<file path="config.mk">
export PLATFORM = sky130hd
export DESIGN_NAME = modos_ctrl
export DESIGN_NICKNAME = d
export VERILOG_FILES = /design/src/rtl/modos_ctrl.sv
export SDC_FILE = /design/constraint.sdc
export NUM_CORES = 1
export LEC_CHECK = 0
export ABC_AREA = 1
export BUFFER_PORTS_ARGS = -buffer_cell sky130_fd_sc_hd__buf_4
export CORE_ASPECT_RATIO = 1.25
export CORE_UTILIZATION = 55
export DETAILED_ROUTE_END_ITERATION = 10
export MAX_ROUTING_LAYER = met4
export PLACE_DENSITY = 0.73
export RECOVER_POWER = 100
export SLEW_MARGIN = 20
export SYNTH_ARGS = -nofsm -noshare
export SYNTH_HDL_FRONTEND = slang
export SYNTH_SLANG_ARGS = --single-unit
</file>
<file path="constraint.sdc">
create_clock -name clk -period 2.7 [get_ports clk]
set_input_delay 0.27 -clock clk [delete_from_list [all_inputs] [get_ports clk]]
set_output_delay 0.27 -clock clk [all_outputs]
set_load 0.05 [all_outputs]
</file>
<file path="src/rtl/modos_ctrl.sv">
// modos_ctrl: virtual-pet needs tracker (four 2-bit levels, hold strobes, periodic decay, fast test time base)
// Ports:
//   clk                                        system clock, rising edge
//   Bot_Reset                                  asynchronous active-high reset
//   Bot_Test                                   1 = fast time base (TEST_TICKS_PER_SEC)
//   Bot_Energia, Bot_Medicina                  hold buttons: +1 level and a strobe every HOLD_SEC held
//   Entrada_Descanso                           rest sensor: +1 Descanso every REST_SEC held
//   Entrada_Animo                              interaction sensor: +1 Animo per rising edge
//   LED_Animo/Energia/Descanso/Medicina        level registers 0..3
//   senal_5segEnergia, senal_5segMedicina      one-cycle hold strobes
// Define MODOS_INPUT_SYNC_EN to pass the level inputs through 2-FF synchronisers (+2 cycles latency).
module modos_ctrl #(
    parameter int TICKS_PER_SEC      = 50000000,
    parameter int TEST_TICKS_PER_SEC = 5,
    parameter int HOLD_SEC           = 5,
    parameter int REST_SEC           = 5,
    parameter int DECAY_SEC          = 30
) (
    input  logic       clk,
    input  logic       Bot_Reset,
    input  logic       Bot_Test,
    input  logic       Bot_Energia,
    input  logic       Bot_Medicina,
    input  logic       Entrada_Descanso,
    input  logic       Entrada_Animo,
    output logic [1:0] LED_Animo,
    output logic [1:0] LED_Energia,
    output logic [1:0] LED_Descanso,
    output logic [1:0] LED_Medicina,
    output logic       senal_5segMedicina,
    output logic       senal_5segEnergia
);
    localparam int MAX_PER = TICKS_PER_SEC > TEST_TICKS_PER_SEC ? TICKS_PER_SEC : TEST_TICKS_PER_SEC;
    localparam int TW = $clog2(MAX_PER + 1);
    localparam int HW = $clog2(HOLD_SEC + 1);
    localparam int RW = $clog2(REST_SEC + 1);
    localparam int DW = $clog2(DECAY_SEC + 1);

    logic [4:0] raw, in_s;
    logic       test, energia, medicina, descanso, animo;
    assign raw = {Bot_Test, Bot_Energia, Bot_Medicina, Entrada_Descanso, Entrada_Animo};
`ifdef MODOS_INPUT_SYNC_EN
    logic [4:0] sync1, sync2;
    always_ff @(posedge clk or posedge Bot_Reset)
        if (Bot_Reset) begin
            sync1 <= '0;
            sync2 <= '0;
        end else begin
            sync1 <= raw;
            sync2 <= sync1;
        end
    assign in_s = sync2;
`else
    assign in_s = raw;
`endif
    assign {test, energia, medicina, descanso, animo} = in_s;

    logic [TW-1:0] tick_cnt, period_m1;
    logic          test_q, sec_tick;
    assign period_m1 = test ? TW'(TEST_TICKS_PER_SEC - 1) : TW'(TICKS_PER_SEC - 1);
    // a mode change restarts the period, so the first tick in the new mode is a full period away
    assign sec_tick = test == test_q && tick_cnt == period_m1;

    always_ff @(posedge clk or posedge Bot_Reset)
        if (Bot_Reset) begin
            tick_cnt <= '0;
            test_q   <= 1'b0;
        end else begin
            tick_cnt <= (test != test_q || sec_tick) ? '0 : tick_cnt + TW'(1);
            test_q   <= test;
        end

    logic [HW-1:0] en_cnt, med_cnt;
    logic [RW-1:0] rest_cnt;
    logic [DW-1:0] decay_cnt;
    logic          animo_q, en_fire, med_fire, rest_fire, decay, animo_edge;
    // fire on the tick that completes the hold; the counter restarts so a long hold repeats
    assign en_fire    = energia  && sec_tick && en_cnt   == HW'(HOLD_SEC - 1);
    assign med_fire   = medicina && sec_tick && med_cnt  == HW'(HOLD_SEC - 1);
    assign rest_fire  = descanso && sec_tick && rest_cnt == RW'(REST_SEC - 1);
    assign decay      = sec_tick && decay_cnt == DW'(DECAY_SEC - 1);
    assign animo_edge = animo && !animo_q;

    // saturating +1/-1; simultaneous increment and decay cancel
    function automatic logic [1:0] step(input logic [1:0] lvl, input logic inc, input logic dec);
        return (inc && !dec && lvl != 2'd3) ? lvl + 2'd1 :
               (dec && !inc && lvl != 2'd0) ? lvl - 2'd1 : lvl;
    endfunction

    always_ff @(posedge clk or posedge Bot_Reset)
        if (Bot_Reset) begin
            en_cnt             <= '0;
            med_cnt            <= '0;
            rest_cnt           <= '0;
            decay_cnt          <= '0;
            animo_q            <= 1'b0;
            senal_5segEnergia  <= 1'b0;
            senal_5segMedicina <= 1'b0;
            LED_Animo          <= 2'd3;
            LED_Energia        <= 2'd3;
            LED_Descanso       <= 2'd3;
            LED_Medicina       <= 2'd3;
        end else begin
            en_cnt             <= (!energia || en_fire) ? '0 : en_cnt + HW'(sec_tick);
            med_cnt            <= (!medicina || med_fire) ? '0 : med_cnt + HW'(sec_tick);
            rest_cnt           <= (!descanso || rest_fire) ? '0 : rest_cnt + RW'(sec_tick);
            decay_cnt          <= decay ? '0 : decay_cnt + DW'(sec_tick);
            animo_q            <= animo;
            senal_5segEnergia  <= en_fire;
            senal_5segMedicina <= med_fire;
            LED_Animo          <= step(LED_Animo, animo_edge, decay);
            LED_Energia        <= step(LED_Energia, en_fire, decay);
            LED_Descanso       <= step(LED_Descanso, rest_fire, decay);
            LED_Medicina       <= step(LED_Medicina, med_fire, decay);
        end
endmodule

</file>
==> results.md, run 1 <==
* Simple-gate share of the synthesized area at 0.370
* Final Max Slew Viols at 0
* Chip width at 69.8 um
* Post-CTS setup buffer count at 0
* Synth Area in Compound Gates at 0.0404
* Synth warn at 0
* Slew HR at 0.146
* Drt pass-1 iters at 4
* Worst setup startpoint: tick_cnt[2]
* # port buffers at 16
* Fraction of layout cells with a size suffix above 1 at 0.126
* Combinational Power Share at 0.110
* Row cnt at 30
* Io pins at 17
* R2R Setup Slk at 0.50 ns
* RSZ-0062 raised after global routing: false
* Mapped Cells at 404
* DRT iter0 DRCs at 100
* Distinct cell type count after synthesis at 36
* Average wire per standard cell at 12.9 um
* Vias in the first global route at 2628
* Hold_buf cts at 0
* Clock Tree Root: clkbuf_8
* Hold Startpoint: Entrada_Animo
* Num CTS Buffers at 5
* Worst setup SP type: flop
* Slew @ Worst Pin at 1.28 ns
* Seq/Total Area, Yosys at 0.415
* DIE HEIGHT at 86.7 um
* Int Power at 1.06 mW
* # setup viols final at 0
* Sequential power share at 0.573
* Initial core utilization at 0.576
* Worst-case vdd ir drop at 0.314 mV
* First-pass GRT wire length at 11.4 mm
* Post-synthesis mux area share at 0
* CTS resizes at 0
* Via density per instance at 5.27
* Critical-path cell list: inv_1 -> nor2_1 -> nand3_1 -> nor2_1 -> nand2_1 -> nor2_2 -> nand3_1 -> inv_1 -> ha_1 -> ha_1 -> xor2_1 -> nand2_1 -> inv_1
* Status: complete, no violations
* Max cap viols at 0
* Vias at 2590
* Final core utilization at 0.608
* Register-to-Register Path Depth at 13
* Routed Antenna Nets at 0
* Routability congestion estimate at 0.884
* ANT cells at 0
* Worst Skew at 0.00244 ns
* WHS Path Cells at 1
* CP max-delay cell: dfrtp_1
* RR Endpoint: decay_cnt[2]
* Syn nets at 420
* H-tree level count at 2
* Switching Share at 0.273
* Leak at 1.62 nW
* Clock power frac at 0.317
* Initial antenna violation count at 0
* Worst path max stage delay at 0.45 ns
* Commonest cells after routing, fill and taps aside: 83 x nand2_1, 68 x nor2_1, 54 x inv_1
* RR Startpoint: tick_cnt[2]
* Die Area at 6050 um^2
* Critical path required time at 2.95 ns
* CP most frequent cell: inv_1
* Core ar. at 5480 um^2
* Final period util at 0.814
* Fill count at 519
* Synth-to-Final Area Change at 5.54%
* Overall Global Routing Usage at 0.246
* Largest family of logic cells by synthesized area: simple AND/OR/NAND/NOR gates
* XOR/XNOR share of the synthesized area at 0.0606
* Clk sinks at 52
* #FFs+latches synth at 52
* Worst-Skew Late Latency at 0.31 ns
* Clk slew on worst S/H paths at 0.09 ns
* Post-Syn Area at 3160 um^2
* Pwr/cell area at 437 nW/um^2
* CTS tree: done
* Max frequency at 455 MHz
* Hold slack at 0.0934 ns
* Worst hold-check path type: primary input to flop
* Nets at 442
* Post-synthesis adder-cell area fraction at 0.0356
* Max FO, Critical Path at 7
* Commonest non-fill, non-tap cell in the layout: nand2_1
* DRT Wirelength at 6.35 mm
* Clk buf depth at 2
* Grt ovf at 0
* Sw power at 0.398 mW
* Final hold viol count at 0
* WP data arrival at 2.45 ns
* Setup total negative slack at 0 ns
* Largest net degree at the start of global routing at 53
* Minimum clock period at 2.20 ns
* Hold Path Sink: animo_q
* Kind of critical path: flop to flop
* CP endpoint kind: flop
* Dpl hpwl at 4.83 mm
* DRC viols at 0
* Synthesized area per cell at 7.82 um^2
cell type report:
cell class	instances	area, um^2	area share
Multi-Input combinational cell	291	1540	0.463
Sequential cell	52	1310	0.393
Inverter	58	218	0.0653
Timing Repair Buffer	18	88.8	0.0266
Clock buffer	6	82.6	0.0248
Tap cell	64	80.1	0.0240
Clock inverter	2	10.0	0.00300
worst max-delay path by stage:
stage	slack [ns]	end	cells past startpoint
2_1_floorplan	0.87	decay_cnt[2]	11
3_3_place_gp	0.71	decay_cnt[2]	13
3_5_place_dp	0.57	decay_cnt[2]	13
4_1_cts	0.55	decay_cnt[2]	13
5_1_grt	0.23	decay_cnt[2]	13
6_report	0.50	decay_cnt[2]	13
state kept, by name, summed over array words and instances, names as in the netlist:
register,flops
animo_q,1
senal_5segEnergia,1
tick_cnt,26
LED_Medicina,2
LED_Descanso,2
rest_cnt,3
senal_5segMedicina,1
en_cnt,3
med_cnt,3
test_q,1
LED_Animo,2
LED_Energia,2
decay_cnt,5
power groups by stage:
stage | Clock, mW | Sequential (mW) | Combinational (mW)
2_1_floorplan | 0 | 0.872 | 0.113
3_3_place_gp | 0 | 0.849 | 0.176
6_report | 0.461 | 0.835 | 0.160
4_1_cts | 0.478 | 0.835 | 0.180
3_5_place_dp | 0 | 0.850 | 0.180
5_1_grt | 0.503 | 0.841 | 0.189
cell usage after synthesis:
cell      count  area share
xnor2_1       8       0.022
buf_4         1      0.0024
nand4_2       2      0.0079
or2_2         1      0.0020
xor2_2        1      0.0051
nand3_1      24       0.038
nor2_4        2      0.0071
nand2_1      83       0.099
dfrtp_1      44        0.35
nand2_2       8       0.016
a21oi_1      10       0.016
inv_2         5      0.0059
nand3_4       1      0.0055
nand4_1       8       0.016
nand2_4       1      0.0036
nor2_2       10       0.020
or2_1         1      0.0020
nand3_2       3      0.0095
and3_1        1      0.0020
nor2_8        1      0.0063
buf_6         2      0.0071
inv_1        53       0.063
nand3b_1      3      0.0071
o21ai_0       8       0.013
o21a_1        2      0.0048
o21ai_4       1      0.0051
dfstp_2       8       0.067
nor3_2        2      0.0063
xor2_1       12       0.033
nor2_1       66       0.078
nor3_1       15       0.024
nor4_1        4      0.0079
ha_1          9       0.036
a31oi_1       1      0.0020
or2_0         1      0.0020
nor3_4        2       0.010
logic make-up (layout without fill, tap and decap cells):
group | count (synthesis) | after routing
buf+inv | 61 | 84
simple gates | 239 | 239
fa+ha+maj | 9 | 9
flops | 52 | 52
xor+xnor | 21 | 21
compound gates | 22 | 22
worst max-delay path, delay by kind of cell, from the launching register on:
kind	cells	cell delay, ns
xor+xnor	1	0.16
fa+ha+maj	2	0.40
buf+inv	3	0.40
flops	1	0.45
simple gates	7	0.72
per-layer routing:
metal | part of all wire | global-route usage
met5 | 0 | -
met4 | 0.039 | 0.118
met3 | 0.027 | 0.0384
met2 | 0.51 | 0.436
met1 | 0.42 | 0.268
per-stage QoR:
stage          cells  total power [mW]  setup WS, ns  instance area (um^2)
2_1_floorplan    404             0.985         0.871                  3160
3_3_place_gp     483              1.03         0.711                  3340
3_5_place_dp     483              1.03         0.570                  3340
4_1_cts          491              1.49         0.547                  3440
5_1_grt          491              1.53         0.228                  3330
6_report         491              1.46         0.501                  3330
Power figures use the tool's default switching activity.
==> run 2: changes to the inputs <==
--- a/config.mk
+++ b/config.mk
@@ -5,7 +5,7 @@
 export SDC_FILE = /design/constraint.sdc
 export NUM_CORES = 1
 export LEC_CHECK = 0
-export ABC_AREA = 1
+export ABC_AREA = 0
 export BUFFER_PORTS_ARGS = -buffer_cell sky130_fd_sc_hd__buf_4
 export CORE_ASPECT_RATIO = 1.25
 export CORE_UTILIZATION = 55
==> constraint.sdc (replaced) <==
create_clock -name clk -period 2.1 [get_ports clk]
set_input_delay 0.21 -clock clk [delete_from_list [all_inputs] [get_ports clk]]
set_output_delay 0.21 -clock clk [all_outputs]
set_load 0.05 [all_outputs]
==> run 2 against run 1 <==
Effect of this change: the run now ends with setup timing left; fmax rose by 0.14%; first-iteration DRC count fell by 15%; synthesized cell count fell by 30%; via count fell by 15%; global-route usage fell by 0.29 points; critical path depth fell by 4; critical endpoint is now decay_cnt[4].
==> results.md, run 2 <==
* DRC viols at 0
* Async S/R FF share, synth at 1.00
* Average wire per standard cell at 13.6 um
* Synth area leaders: dfrtp_1 41%, dfstp_2 7.8%, nor2_1 7.2%
* Clk slew on worst S/H paths at 0.09 ns
* Max FFs per register at 26
* Io pins at 17
* Biggest regs: tick_cnt: 26 flops, decay_cnt: 5 flops
* Initial antenna violation count at 0
* Worst-Skew Late Latency at 0.31 ns
* Nets at 360
* Overall Global Routing Usage at 0.243
* Worst path max stage delay at 0.54 ns
* Top_reg_cell synth: dfrtp_1
* DRT iter0 DRCs at 85
* Worst hold-check path type: primary input to flop
* Leak at 1.52 nW
* Slew @ Worst Pin at 0.864 ns
* Fill count at 394
* Grt ovf at 0
* Status: finished with violations
* Routed Antenna Nets at 0
* Final hold viol count at 0
* Core ar. at 4730 um^2
* Chip width at 64.7 um
* EDFF count, synth at 0
* Worst Skew at 0.0113 ns
* Kind of critical path: flop to flop
* Routability congestion estimate at 0.768
* Row cnt at 28
* Global route hottest layer: met2
* Failing checks: setup timing
* Met1 GRT Util at 0.255
* Final worst setup slack at -0.0956 ns
* Most common cell in the netlist: nor2_1
* Placed Instances at 391
* Final Non-Filler Cells at 405
* Clock Tree Root: clkbuf_8
* Max FO, Critical Path at 5
* Largest Register: tick_cnt
* # port buffers at 16
* Seq/Total Area, Yosys at 0.485
* Critical path required time at 2.30 ns
* Vias in the first global route at 2187
* Placed Area at 3220 um^2
* Final Max Slew Viols at 0
* Top cells by count, synth: 52 x nor2_1, 44 x dfrtp_1, 17 x nand3_1, 16 x xor2_1, 15 x nand2_1
* Drt pass-1 iters at 4
* CP max-delay cell: or4b_4
* First-pass GRT wire length at 9.35 mm
* Synth-to-Final Area Change at 23.5%
* Worst setup SP type: flop
* Max frequency at 455 MHz
* Final core utilization at 0.706
* Combinational Power Share at 0.094
* Dpl hpwl at 4.07 mm
* ANT cells at 0
* Clock power frac at 0.327
* Die Area at 5200 um^2
* WP data arrival at 2.40 ns
* Num CTS Buffers at 5
* CP most frequent cell: ha_4
* Syn nets at 298
* Switching Share at 0.242
* Worst-case vdd ir drop at 0.405 mV
* Synth warn at 0
* Critical-path cell list: or4b_4 -> o22a_1 -> a211o_4 -> inv_6 -> ha_4 -> ha_4 -> nand3_2 -> xor2_1 -> nor2_1
* Sequential power share at 0.579
* H-tree level count at 2
* CTS tree: done
* Largest net degree at the start of global routing at 30
* CP endpoint kind: flop
* Post-route cell area at 3340 um^2
* Sw power at 0.436 mW
* Distinct cell type count after synthesis at 47
* Post-Syn Area at 2710 um^2
* DRT Wirelength at 5.51 mm
* Clk sinks at 52
* DIE HEIGHT at 80.4 um
* Clk buf depth at 2
* RSZ-0062 raised after global routing: true
* Minimum clock period at 2.20 ns
* Vias at 2195
* Commonest cells after routing, fill and taps aside: 51 x nor2_1, 46 x buf_4, 44 x dfrtp_1
* Met2 usage at 0.447
* Slew HR at 0.423
* Synth area leader: dfrtp_1
* Mapped Cells at 282
* # setup viols final at 6
* Grt met3 use at 0.0469
* Pwr/cell area at 539 nW/um^2
* Synth top area share at 0.407
* Commonest non-fill, non-tap cell in the layout: nor2_1
* Final period util at 1.05
* #FFs+latches synth at 52
* Setup total negative slack at -0.203 ns
* Fraction of layout cells with a size suffix above 1 at 0.252
* Int Power at 1.36 mW
* Synthesized area per cell at 9.59 um^2
* Initial core utilization at 0.572
* Max cap viols at 0
* Via density per instance at 5.42
-- run 2: cells by family (layout without fill, tap and decap cells) --
group           count (synthesis)  count (layout)  synth area share
simple gates                  130             130             0.238
flops                          52              52             0.485
compound gates                 41              41             0.110
xor+xnor                       28              28            0.0907
buf+inv                        22              85            0.0356
fa+ha+maj                       9               9            0.0416
-- run 2: critical path: cells and delay by family, from the launching register on --
| family | cells | cell delay [ns] |
|---|---|---|
| adders and majority gates | 2 | 0.27 |
| DFF | 1 | 0.39 |
| AOI/OAI and AO/OA | 2 | 0.51 |
| and+or+nand+nor | 3 | 0.66 |
| xor gates and xnor gates | 1 | 0.16 |
| buffers and inverters | 1 | 0.09 |
-- run 2: power groups by stage --
stage / Clock (mW) / Combinational (mW) / Sequential [mW]
6_report: 0.588 / 0.169 / 1.04
5_1_grt: 0.633 / 0.191 / 1.05
4_1_cts: 0.608 / 0.171 / 1.04
3_5_place_dp: 0 / 0.163 / 1.06
3_3_place_gp: 0 / 0.163 / 1.06
2_1_floorplan: 0 / 0.0932 / 1.06
-- run 2: metrics by stage --
step	power [mW]	setup slack (ns)	hold WS [ns]
6_report	1.80	-0.0956	0.0381
5_1_grt	1.87	-0.200	0.0302
4_1_cts	1.82	-0.107	0.00552
3_5_place_dp	1.23	-0.0959	0.283
3_3_place_gp	1.22	-0.0525	0.277
2_1_floorplan	1.16	-0.0687	0.241
-- run 2: area by class of cell --
class | count | area, um^2 | area share
multi-input combinational | 208 | 1360 | 0.408
sequential | 52 | 1310 | 0.393
timing repair buffer | 62 | 437 | 0.131
clock buffer | 6 | 82.6 | 0.0247
tap | 60 | 75.1 | 0.0225
inverter | 15 | 61.3 | 0.0184
clock inverter | 2 | 10.0 | 0.00300
-- run 2: what timing repair did --
action,CTS,global route
endpoints found under the hold margin,23,0
hold buffers,1,0
pin swaps,4,1
setup endpoints to repair,11,35
buffers inserted,1,4
resized for setup,6,5
-- run 2: worst paths after layout --
kind / startpoint / end / slack (ns) / cells after the start
max: tick_cnt[1] / decay_cnt[4] / -0.1 / 9
max in group asynchronous: Bot_Reset / animo_q / 0.32 / 4
max reg2reg: tick_cnt[1] / decay_cnt[4] / -0.1 / 9
min in group asynchronous: Bot_Reset / tick_cnt[24] / 0.63 / 3
min reg2reg: LED_Medicina[0] / LED_Medicina[1] / 0.53 / 2
min: Entrada_Animo / animo_q / 0.04 / 1
-- run 2: metal layers --
metal,routed length [um],share of wire
met1,2390,0.43
met2,2890,0.52
met3,150,0.027
met4,91,0.017
met5,0,0
==> run 3: changes to the inputs <==
--- a/config.mk
+++ b/config.mk
@@ -8,10 +8,10 @@
 export ABC_AREA = 0
 export BUFFER_PORTS_ARGS = -buffer_cell sky130_fd_sc_hd__buf_4
 export CORE_ASPECT_RATIO = 1.25
-export CORE_UTILIZATION = 55
+export CORE_UTILIZATION = 54
 export DETAILED_ROUTE_END_ITERATION = 10
 export MAX_ROUTING_LAYER = met4
-export PLACE_DENSITY = 0.73
+export PLACE_DENSITY = 0.75
 export RECOVER_POWER = 100
 export SLEW_MARGIN = 20
 export SYNTH_ARGS = -nofsm -noshare
==> constraint.sdc (replaced) <==
create_clock -name clk -period 1.91 [get_ports clk]
set_input_delay 0 -clock clk [delete_from_list [all_inputs] [get_ports clk]]
set_output_delay 0 -clock clk [all_outputs]
set_load 0.05 [all_outputs]
==> run 3 against run 2 <==
Effect of this change: the flow finishes with violations (hold timing, setup timing); clock-buffer cell count increased by 2; cell area increased by 18%; wire length increased by 29%; critical path depth unchanged; power increased by 16%; die area increased by 1.8%; combinational power increased by 98%; clock power increased by 3.9%; first-iteration DRC count increased by 51%; via count increased by 11%; hold slack got worse by 0.20 ns; register-to-register slack got worse by 0.17 ns; critical path type unchanged; largest power group unchanged.
==> results.md, run 3 (synthesized netlist as in run 2, its figures left out) <==
* Hold slack at -0.162 ns
* Dpl hpwl at 4.32 mm
* Final hold viol count at 1
* Max FO, Critical Path at 5
* Final period util at 1.14
* Clk sinks at 52
* WP data arrival at 2.42 ns
* Io pins at 17
* Hold_buf cts at 5
* Grt ovf at 0
* RSZ-0062 raised after global routing: true
* Nets at 381
* Slew HR at 0.567
* Clock Tree Root: clkbuf_8
* Commonest non-fill, non-tap cell in the layout: buf_4
* Row cnt at 28
* Status: finished with violations
* Hold Path Sink: test_q
* Num CTS Buffers at 5
* Routability congestion estimate at 0.826
* Largest net degree at the start of global routing at 32
* # port buffers at 16
* Fill count at 281
* Register-to-Register Path Depth at 9
* Pwr/cell area at 530 nW/um^2
* Worst Skew at 0.00496 ns
* Kind of critical path: flop to flop
* Clk slew on worst S/H paths at 0.09 ns
* Largest Register: tick_cnt
* DRT iter0 DRCs at 128
* Vias at 2430
* RR Endpoint: decay_cnt[4]
* Worst setup SP type: flop
* Commonest cells after routing, fill and taps aside: 71 x buf_4, 44 x dfrtp_1, 29 x nor2_1
* Placed Area at 3270 um^2
* Final Max Slew Viols at 0
* First-pass GRT wire length at 10.5 mm
* Post-route cell area at 3960 um^2
* Hold Startpoint: Bot_Test
* Fraction of layout cells with a size suffix above 1 at 0.443
* Critical path required time at 2.15 ns
* Worst-Skew Late Latency at 0.30 ns
* Drt pass-1 iters at 4
* Minimum clock period at 2.18 ns
* Core ar. at 4760 um^2
* Worst-case vdd ir drop at 0.475 mV
* Final core utilization at 0.830
* R2R Setup Slk at -0.27 ns
* Slew @ Worst Pin at 0.648 ns
* Biggest regs: tick_cnt: 26 flops, decay_cnt: 5 flops
* Chip width at 65.3 um
* Max FFs per register at 26
* Average wire per standard cell at 16.7 um
* Max cap viols at 0
* H-tree level count at 2
* DIE HEIGHT at 81.1 um
* Max frequency at 460 MHz
* DRC viols at 0
* Synth-to-Final Area Change at 46.3%
* Die Area at 5300 um^2
* # setup viols final at 48
* Final worst setup slack at -0.266 ns
* Initial antenna violation count at 0
* Initial core utilization at 0.568
* CP endpoint kind: flop
* Post-Place Setup Slack at -0.291 ns
* Placed Instances at 399
* DRT Wirelength at 7.13 mm
* Failing checks: hold timing, setup timing
* ANT cells at 0
* Routed Antenna Nets at 0
* Final Non-Filler Cells at 426
* CTS tree: done
* Via density per instance at 5.70
* Clk buf depth at 2
* Worst hold-check path type: primary input to flop
* Vias in the first global route at 2401
* RR Startpoint: tick_cnt[1]
* WHS Path Cells at 1
* Overall Global Routing Usage at 0.275
* Leak at 1.65 nW
[run 3: cell types whose count changed in the layout (fill, tap and decap cells not counted), moves of 5 or more]
cell	change
ha_4	+6
nor2_1	-22
nor2_4	+18
a21oi_2	+5
clkbuf_1	-8
buf_4	+25
a21oi_1	-5
ha_1	-6
[run 3: where the power goes]
part           total [mW]  switching, mW  internal, mW
Clock               0.611          0.350         0.261
Sequential           1.15         0.0226          1.13
Combinational       0.335          0.175         0.160
Total                2.10          0.548          1.55
[run 3: stage by stage]
stage               power, mW  setup TNS, ns
global placement         1.35          -2.42
detailed placement       1.35          -3.14
CTS                      2.02          -4.88
finish                   2.10          -8.01
global route             2.18         -10.56
floorplan                1.28          -1.89
[run 3: per-layer routing]
| metal | track usage | wire (um) | vias to the layer above |
|---|---|---|---|
| met3 | 0.0393 | 249 | 22 |
| met4 | 0.126 | 280 | 0 |
| met1 | 0.293 | 2780 | 1206 |
| li1 | - | - | 1143 |
| met5 | - | 0 | - |
| met2 | 0.498 | 3810 | 59 |
[run 3: worst max path at each step]
stage                            start      endpoint  slack (ns)  depth (start not counted)
after detailed placement   tick_cnt[1]  decay_cnt[4]       -0.29                          9
after floorplan            tick_cnt[1]  decay_cnt[4]       -0.26                          9
after CTS                  tick_cnt[1]  decay_cnt[4]       -0.26                          9
after global routing      tick_cnt[22]  decay_cnt[4]       -0.37                          9
after global placement     tick_cnt[1]  decay_cnt[4]       -0.24                          9
final                      tick_cnt[1]  decay_cnt[4]       -0.27                          9
[run 3: final cells by class]
class | count | area, um^2 | area share
multi-input combinational | 208 | 1710 | 0.432
sequential | 52 | 1310 | 0.331
timing repair buffer | 83 | 717 | 0.181
clock buffer | 8 | 80.1 | 0.0202
tap | 60 | 75.1 | 0.0190
inverter | 15 | 63.8 | 0.0161
[run 3: critical path, stage by stage (launching register included)]
cell and delay (ns):
dfrtp_1 0.40, or4b_4 0.55, o22a_1 0.20, a211o_4 0.31, inv_8 0.08, ha_4 0.14
ha_4 0.13, nand3_2 0.07, xor2_1 0.16, nor2_1 0.08
[run 3: what timing repair did]
item / CTS / global route
resized for setup: 34 / 61
endpoints found under the setup margin: 30 / 50
gates cloned: 2 / 1
pin swaps: 10 / 25
buffers inserted: 6 / 7
hold endpoints to repair: 32 / 1
